## config.mk

```make
export PLATFORM = sky130hd
export DESIGN_NAME = cmd_stream_decoder
export DESIGN_NICKNAME = d
export VERILOG_FILES = /design/src/rtl/cmd_stream_pkg.sv /design/src/rtl/cmd_word_packer.sv /design/src/rtl/cmd_stream_decoder.sv
export SDC_FILE = /design/constraint.sdc
export NUM_CORES = 1
export LEC_CHECK = 0
export CAP_MARGIN = 30
export CELL_PAD_IN_SITES_DETAIL_PLACEMENT = 2
export CELL_PAD_IN_SITES_GLOBAL_PLACEMENT = 2
export CORE_UTILIZATION = 34
export CTS_CLUSTER_SIZE = 12
export DETAILED_ROUTE_END_ITERATION = 12
export GPL_ROUTABILITY_DRIVEN = 1
export HOLD_SLACK_MARGIN = 0.06
export PLACE_DENSITY = 0.86
export SKIP_LAST_GASP = 1
export SLEW_MARGIN = 20
export SYNTH_ARGS = -nofsm -noshare
export SYNTH_HDL_FRONTEND = slang
export SYNTH_SLANG_ARGS = --single-unit
```

## constraint.sdc

```tcl
create_clock -name clk -period 2.7 [get_ports clk]
set_input_delay 0.27 -clock clk [delete_from_list [all_inputs] [get_ports clk]]
set_output_delay 0.27 -clock clk [all_outputs]
set_load 0.02 [all_outputs]
```

## src/rtl/cmd_stream_pkg.sv

```systemverilog
// Shared opcodes, FSM states and word geometry for the accelerator command stream.
package cmd_stream_pkg;

  localparam logic [3:0] OP_NOP    = 4'h0;
  localparam logic [3:0] OP_LOAD_W = 4'h1;
  localparam logic [3:0] OP_LOAD_F = 4'h2;
  localparam logic [3:0] OP_RUN    = 4'h3;
  localparam logic [3:0] OP_END    = 4'hF;

  localparam int BYTES_PER_WORD = 4;

  typedef enum logic [2:0] {
    ST_HDR,
    ST_ADDR_HI,
    ST_ADDR_LO,
    ST_COUNT,
    ST_DATA,
    ST_DONE
  } state_t;

endpackage

```

## src/rtl/cmd_word_packer.sv

```systemverilog
// Packs stream bytes big-endian into 32-bit words; flags the byte that completes a word.
module cmd_word_packer
  import cmd_stream_pkg::*;
(
  input  logic        clk,
  input  logic        rst,
  input  logic        clear,
  input  logic        byte_valid,
  input  logic [7:0]  byte_in,
  output logic        word_complete,
  output logic [31:0] word
);

  localparam logic [1:0] LAST_BYTE = 2'(BYTES_PER_WORD - 1);

  logic [1:0]  byte_cnt;
  logic [23:0] shift_q;

  // The completing byte is merged combinationally so the top can register the word on that edge.
  assign word_complete = byte_valid && (byte_cnt == LAST_BYTE);
  assign word          = {shift_q, byte_in};

  always_ff @(posedge clk) begin
    if (rst || clear) begin
      byte_cnt <= 2'd0;
      shift_q  <= 24'd0;
    end else if (byte_valid) begin
      byte_cnt <= byte_cnt + 2'd1;
      shift_q  <= {shift_q[15:0], byte_in};
    end
  end

endmodule

```

## src/rtl/cmd_stream_decoder.sv

```systemverilog
// Decodes framed command bytes into buffer write strobes plus run/end events.
module cmd_stream_decoder
  import cmd_stream_pkg::*;
#(
  parameter int ADDR_W = 16
) (
  input  logic              clk,
  input  logic              rst,
  input  logic              start_sig,
  input  logic              cmd_valid,
  input  logic [7:0]        cmd_data,
  output logic              wr_en,
  output logic              wr_sel,
  output logic [ADDR_W-1:0] wr_addr,
  output logic [31:0]       wr_data,
  output logic              run_pulse,
  output logic              done,
  output logic              err,
  output logic              busy
);

  localparam logic [ADDR_W-1:0] ADDR_ONE = 1;

  state_t              state;
  logic [7:0]          addr_hi;
  logic [ADDR_W-1:0]   addr_cnt;
  logic [8:0]          words_left;
  logic [3:0]          opcode;
  logic [15:0]         full_addr;
  logic                data_byte;
  logic                word_complete;
  logic [31:0]         packed_word;

  assign opcode    = cmd_data[7:4];
  assign full_addr = {addr_hi, cmd_data};
  assign data_byte = start_sig && cmd_valid && (state == ST_DATA);

  cmd_word_packer u_packer (
    .clk           (clk),
    .rst           (rst),
    .clear         (!start_sig),
    .byte_valid    (data_byte),
    .byte_in       (cmd_data),
    .word_complete (word_complete),
    .word          (packed_word)
  );

  // Dropping start_sig abandons any frame; the packer is cleared alongside so no partial word survives.
  always_ff @(posedge clk) begin
    if (rst) begin
      state      <= ST_HDR;
      addr_hi    <= 8'd0;
      addr_cnt   <= '0;
      words_left <= 9'd0;
      wr_en      <= 1'b0;
      wr_sel     <= 1'b0;
      wr_addr    <= '0;
      wr_data    <= 32'd0;
      run_pulse  <= 1'b0;
      done       <= 1'b0;
      err        <= 1'b0;
      busy       <= 1'b0;
    end else begin
      wr_en     <= 1'b0;
      run_pulse <= 1'b0;
      if (!start_sig) begin
        state <= ST_HDR;
        done  <= 1'b0;
        err   <= 1'b0;
        busy  <= 1'b0;
      end else if (cmd_valid) begin
        case (state)
          ST_HDR: begin
            case (opcode)
              OP_NOP: ;
              OP_LOAD_W, OP_LOAD_F: begin
                state  <= ST_ADDR_HI;
                wr_sel <= (opcode == OP_LOAD_F);
                busy   <= 1'b1;
              end
              OP_RUN: run_pulse <= 1'b1;
              OP_END: begin
                state <= ST_DONE;
                done  <= 1'b1;
              end
              default: err <= 1'b1;
            endcase
          end
          ST_ADDR_HI: begin
            addr_hi <= cmd_data;
            state   <= ST_ADDR_LO;
          end
          ST_ADDR_LO: begin
            addr_cnt <= ADDR_W'(full_addr);
            state    <= ST_COUNT;
          end
          // A zero count encodes the maximum frame of 256 words.
          ST_COUNT: begin
            words_left <= (cmd_data == 8'd0) ? 9'd256 : {1'b0, cmd_data};
            state      <= ST_DATA;
          end
          ST_DATA: begin
            if (word_complete) begin
              wr_en    <= 1'b1;
              wr_addr  <= addr_cnt;
              wr_data  <= packed_word;
              addr_cnt <= addr_cnt + ADDR_ONE;
              if (words_left == 9'd1) begin
                state <= ST_HDR;
                busy  <= 1'b0;
              end else begin
                words_left <= words_left - 9'd1;
              end
            end
          end
          ST_DONE: ;
          default: state <= ST_HDR;
        endcase
      end
    end
  end

endmodule
```

==> flow_metrics.env, run 1 <==
export IMPL_finalSetupViolations=0
export IMPL_globalplace_congestion=0.806
export IMPL_outcome="finished clean"
export IMPL_netlist_area_leader_share_pct=47.7
export IMPL_synth_xor_area_share_pct=0.359
export IMPL_synth_area_top_cells="dfxtp_1, nand2_1, a21oi_1"
export IMPL_final_common_cell="nand2_1"
export IMPL_synth_adder_area_share_pct=1.03
export IMPL_grt_start_max_net_pins=70
export IMPL_cp_start_kind="flip-flop"
export IMPL_io_buffers=65
export IMPL_reg2reg_setup_slack_ns=0.29
export IMPL_final_antenna_net_count=0
export IMPL_postSynthCellCount=628
export IMPL_cts_buffers=17
export IMPL_die_h_um=122
export IMPL_cts_sinks=116
export IMPL_post_cts_buffers=0
export IMPL_place_hpwl_mm=10.8
export IMPL_synthFlopType="dfxtp_1"
export IMPL_layout_cells_most_common_list="nand2_1, dfxtp_1, a21oi_1, clkdlybuf4s50_1, nor2_1"
export IMPL_htree_levels=4
export IMPL_start_util_pct=35.0
export IMPL_yosys_warnings=0
export IMPL_rsz0062_at_grt="false"
export IMPL_path_class="flip-flop to flip-flop"
export IMPL_post_cts_resized=0
export IMPL_cp_required_ns=3.07
export IMPL_synth_net_count=644
export IMPL_grt_usage_pct=24.2
export IMPL_hold_class="primary input to flip-flop"
export IMPL_clk_pin_slew_ns=0.05
export IMPL_yosysSeqAreaShare_pct=47.7
export IMPL_yosys_register_bits=116
export IMPL_grt_pass1_vias=5281
export IMPL_synthToLayoutAreaGrowth_pct=28.4
export IMPL_chipWidth_um=122
export IMPL_drtIter0Drc=216
export IMPL_vias=4754
export IMPL_cp_data_arrival_time_ns=2.78
export IMPL_synth_edf_count=0
export IMPL_drtPass1Iterations=4
export IMPL_synth_top_area_cell="dfxtp_1"
export IMPL_drc=0
export IMPL_fin_crit_ns=2.41
export IMPL_final_nets=694
export IMPL_synthArstFlopShare_pct=0
export IMPL_finalInstanceArea_sq_um=6260
export IMPL_wl_per_cell_um=19.7
export IMPL_maxCapViolCount=0
export IMPL_totalWireLength_mm=17.1
export IMPL_finClkSkew_ns=0.0111
export IMPL_synth_simple_area_share_pct=24.9
export IMPL_post_dp_cell_area_sq_um=5680
export IMPL_tritoncts="yes"
export IMPL_grt_overflow=0
export IMPL_slew_headroom_pct=50.7
export IMPL_p_per_area_nw_per_um2=635
export IMPL_clockBufferDepth=2
export IMPL_fin_crit_sh_pct=89.3
export IMPL_synth_compound_area_share_pct=20.1
export IMPL_cp_end_kind="flip-flop"
export IMPL_holdBufCountCts=0
export IMPL_num_rows=43
export IMPL_leakage_nw=2.02
export IMPL_insertion_delay_ns=0.43
export IMPL_viasPerCell=5.48
export IMPL_hold_viol_final=0
export IMPL_fin_setup_tns_ns=0
export IMPL_grt_antenna_before_repair=0
export IMPL_slew_violations=0
export IMPL_vdd_drop_max_uv=451
export IMPL_muxShareOfSynthArea_pct=1.64
export IMPL_drive_above_1_share_pct=8.58
export IMPL_syn_area_sq_um=4870
export IMPL_synth_top_family_by_area="simple AND/OR/NAND/NOR gates"
export IMPL_n_antenna_cell=0
export IMPL_max_freq_mhz=415
export IMPL_ys_types=53
export IMPL_cts_root_buf="clkbuf_16"
export IMPL_ios=66
export IMPL_worstPathMaxFanout=42
export IMPL_syn_area_per_cell_sq_um=7.76
export IMPL_grt_pass1_wl_mm=27.7
export IMPL_die_area_sq_um=14800
export IMPL_worstMarginPinSlew_ns=0.729
export IMPL_core_sq_um=13900
per-layer routing:
layer  global-route usage [%]  part of all wire [%]
met1                     29.3                    45
met2                     41.9                    50
met3                     5.66                   3.5
met4                     8.33                   1.5
met5                        0                     0
layout make-up:
cell class	count	area (sq um)
fill	1542	7680
multi-input combinational	459	2360
sequential	116	2320
timing repair buffer	80	791
clock buffer	17	425
tap	180	225
clock inverter	12	118
inverter	4	15.0
final timing paths:
path / cells after the start / endpoint / from
worst min register to register: 2 / wr_addr[8] / wr_addr[8]
worst min-delay path: 2 / wr_sel / rst
worst max-delay path: 5 / addr_cnt[15] / state[2]
worst max register to register: 5 / addr_cnt[15] / state[2]
where the power goes:
| group | internal, mW | switching, mW |
|---|---|---|
| combinational | 0.0426 | 0.0867 |
| sequential | 1.72 | 0.00516 |
| clock | 1.32 | 0.799 |
synthesized netlist by cell type, types with 2 or more instances:
cell,n
inv_1,4
and4_1,2
dfxtp_1,116
nand3_1,9
nor3b_1,3
clkbuf_1,38
a311oi_1,5
o41ai_1,2
o21ai_0,30
a21o_1,4
and2_1,6
nand2_1,173
or2_2,2
a31oi_1,5
buf_2,11
nand3b_1,2
a21boi_0,2
and3_1,2
a22oi_1,2
nand4_1,4
nand2b_1,7
a211oi_1,3
mux2i_1,8
a32o_1,3
nor3_1,11
nor4_1,3
ha_1,4
nor4b_1,3
o31ai_1,2
o32ai_1,2
a21oi_1,104
o21a_1,2
nor2_1,34
critical path: stages (launching register included):
cell and delay, ns:
dfxtp_1 0.62, or3b_1 0.53, buf_4 0.32, or4_1 0.56, a21oi_1 0.16, o21ba_2 0.13
kinds of logic (layout without fill, tap and decap cells):
family,count (synthesis),count (layout)
adder cells (fa/ha/maj),4,4
multiplexers,8,8
AO/OA/AOI/OAI,172,172
buffers and inverters,53,113
XOR/XNOR,2,2
flip-flops,116,116
AND/OR/NAND/NOR,273,273
through the flow:
step                      std cells  worst slack, ns  total power [mW]  util [%]  hold WS (ns)
after floorplan                 628            0.886              1.82         -         0.406
after global placement          838            0.363              1.88      40.8         0.441
after detailed placement        838            0.120              1.88      40.8         0.452
after CTS                       867            0.301              4.00      44.7         0.272
after global routing            868            0.243              4.08      44.9         0.272
final                           868            0.290              3.98      44.9         0.265
sequential cells by signal, summed over array words and instances (netlist names):
name and count:
addr_cnt 16, addr_hi 8, busy 1, done 1, err 1, run_pulse 1, state 3, u_packer.byte_cnt 2
u_packer.shift_q 24, words_left 9, wr_addr 16, wr_data 32, wr_en 1, wr_sel 1
(Power assumes the default switching activity.)
==> run 2, diff against run 1 <==
- TNS_END_PERCENT: unset -> 10
==> results of run 2 <==
Final layout, timing and power as in run 1 (identical DEF).
==> run 3, diff against run 2 <==
- CORE_UTILIZATION: 34 -> 35
- CTS_BUF_LIST: unset -> sky130_fd_sc_hd__clkbuf_4 sky130_fd_sc_hd__clkbuf_8
- PLACE_DENSITY: 0.86 -> 0.88
==> flow_metrics.env, run 3 (synthesis results as in run 1) <==
export IMPL_r2r_end="words_left[3]"
export IMPL_min_from="rst"
export IMPL_die_h_um=120
export IMPL_drive_above_1_share_pct=9.24
export IMPL_vdd_drop_max_uv=264
export IMPL_clk_pin_slew_ns=0.07
export IMPL_insertion_delay_ns=0.46
export IMPL_cts_sinks=116
export IMPL_chipWidth_um=120
export IMPL_wl_per_cell_um=21.4
export IMPL_cp_start_kind="flip-flop"
export IMPL_htree_levels=4
export IMPL_start_util_pct=36.4
export IMPL_fin_crit_ns=2.43
export IMPL_hold_viol_final=0
export IMPL_whs_ns=0.290
export IMPL_totalWireLength_mm=18.6
export IMPL_worstPathMaxFanout=30
export IMPL_drtIter0Drc=235
export IMPL_rr_worst_depth=6
export IMPL_final_antenna_net_count=0
export IMPL_critical_path_max_stage_delay_ns=0.64
export IMPL_grt_pass1_vias=5461
export IMPL_layout_cells_most_common_list="nand2_1, dfxtp_1, a21oi_1, clkdlybuf4s50_1, nor2_1"
export IMPL_n_antenna_cell=0
export IMPL_vias=4841
export IMPL_crit_family="simple AND/OR/NAND/NOR gates"
export IMPL_die_area_sq_um=14400
export IMPL_ios=66
export IMPL_reg_top3="wr_data x32, u_packer.shift_q x24"
export IMPL_finClkSkew_ns=0.0122
export IMPL_tritoncts="yes"
export IMPL_outcome="finished clean"
export IMPL_worst_path_stages=6
export IMPL_largest_reg_flops=32
export IMPL_path_cells="or3b_1 > buf_4 > buf_4 > nor4b_1 > o21ai_0 > a21oi_1"
export IMPL_slew_headroom_pct=47.3
export IMPL_num_rows=42
export IMPL_post_dp_cell_area_sq_um=5710
export IMPL_cp_slowest_cell="dfxtp_1"
export IMPL_path_class="flip-flop to flip-flop"
export IMPL_viasPerCell=5.57
export IMPL_fin_crit_sh_pct=90.1
export IMPL_cp_required_ns=3.08
export IMPL_fin_setup_tns_ns=0
export IMPL_reg2reg_setup_slack_ns=0.27
export IMPL_slew_violations=0
export IMPL_leakage_nw=1.98
export IMPL_cts_buffers=17
export IMPL_path_buf_inv=2
export IMPL_cts_root_buf="clkbuf_8"
export IMPL_finalSetupViolations=0
export IMPL_post_cts_buffers=0
export IMPL_hold_depth=3
export IMPL_rsz0062_at_grt="false"
export IMPL_grt_start_max_net_pins=86
export IMPL_final_util_pct=46.2
export IMPL_final_nets=696
export IMPL_grt_usage_pct=27.3
export IMPL_regMostFlops="wr_data"
export IMPL_crit_top_cell="buf_4"
export IMPL_place_hpwl_mm=11.6
export IMPL_holdPathEnd="words_left[2]"
export IMPL_max_freq_mhz=411
export IMPL_clockBufferDepth=2
export IMPL_p_per_area_nw_per_um2=611
export IMPL_hold_class="primary input to flip-flop"
export IMPL_io_buffers=65
export IMPL_maxCapViolCount=0
export IMPL_worstMarginPinSlew_ns=0.779
export IMPL_final_common_cell="nand2_1"
export IMPL_globalplace_congestion=0.821
export IMPL_synthToLayoutAreaGrowth_pct=26.9
export IMPL_grt_pass1_wl_mm=30.1
export IMPL_reg2reg_from="state[2]"
export IMPL_p_total_mw=3.78
export IMPL_cp_data_arrival_time_ns=2.81
export IMPL_fillers=1512
export IMPL_grt_antenna_before_repair=0
export IMPL_finalInstanceArea_sq_um=6180
export IMPL_drtPass1Iterations=6
export IMPL_core_sq_um=13400
export IMPL_drc=0
export IMPL_cp_end_kind="flip-flop"
export IMPL_grt_overflow=0
## run 3: cell count changes in the layout (fill, tap and decap cells not counted)
cell | before | now
clkbuf_8 | 0 | 19
clkbuf_16 | 17 | 0
clkinv_2 | 8 | 2
clkbuf_4 | 0 | 4
bufinv_16 | 2 | 5
buf_4 | 13 | 15
clkinv_4 | 2 | 0
clkinvlp_4 | 0 | 2
buf_12 | 1 | 2
buf_16 | 1 | 0
## run 3: final cells by class
| type | instances | area [sq um] | share of cell area (%) |
|---|---|---|---|
| Sequential cell | 116 | 2320 | 37.5 |
| Tap cell | 176 | 220 | 3.56 |
| Clock inverter | 9 | 175 | 2.83 |
| Multi-Input combinational cell | 459 | 2360 | 38.2 |
| Clock buffer | 23 | 292 | 4.71 |
| Inverter | 4 | 15.0 | 0.243 |
| Timing Repair Buffer | 82 | 798 | 12.9 |
## run 3: how the worst max path moves through the flow
| stage | endpoint | from |
|---|---|---|
| 3_5_place_dp | words_left[8] | cmd_valid |
| 3_3_place_gp | words_left[8] | cmd_valid |
| 5_1_grt | words_left[3] | state[2] |
| 6_report | words_left[3] | state[2] |
| 2_1_floorplan | wr_addr[12] | state[0] |
| 4_1_cts | words_left[8] | words_left[5] |
## run 3: tightest hold or removal path, cell delays in order
cell,delay (ns)
buf_2,0.12
buf_12,0.17
a21oi_1,0.14
## run 3: timing repair
item / 4_1_cts / 5_1_grt
hold buffers: 0 / 0
resized for setup: 0 / 1
setup endpoints to repair: 0 / 1
## run 3: metal layers
metal,GRT usage [%],vias up,wire [um]
met1,32.0,2430,7860
met2,47.4,116,9590
met5,0,-,0
met3,4.99,41,576
li1,-,2254,-
met4,13.8,0,585
## run 3: report_power, final
group / switching (mW) / internal, mW
registers: 0.00547 / 1.71
logic: 0.0876 / 0.0429
clock network: 0.742 / 1.19
total: 0.836 / 2.94
## run 3: per-stage QoR
stage,instances,setup WS [ns]
global route,869,0.159
global placement,837,0.375
CTS,869,0.159
floorplan,628,0.886
detailed placement,837,0.0237
finish,869,0.267
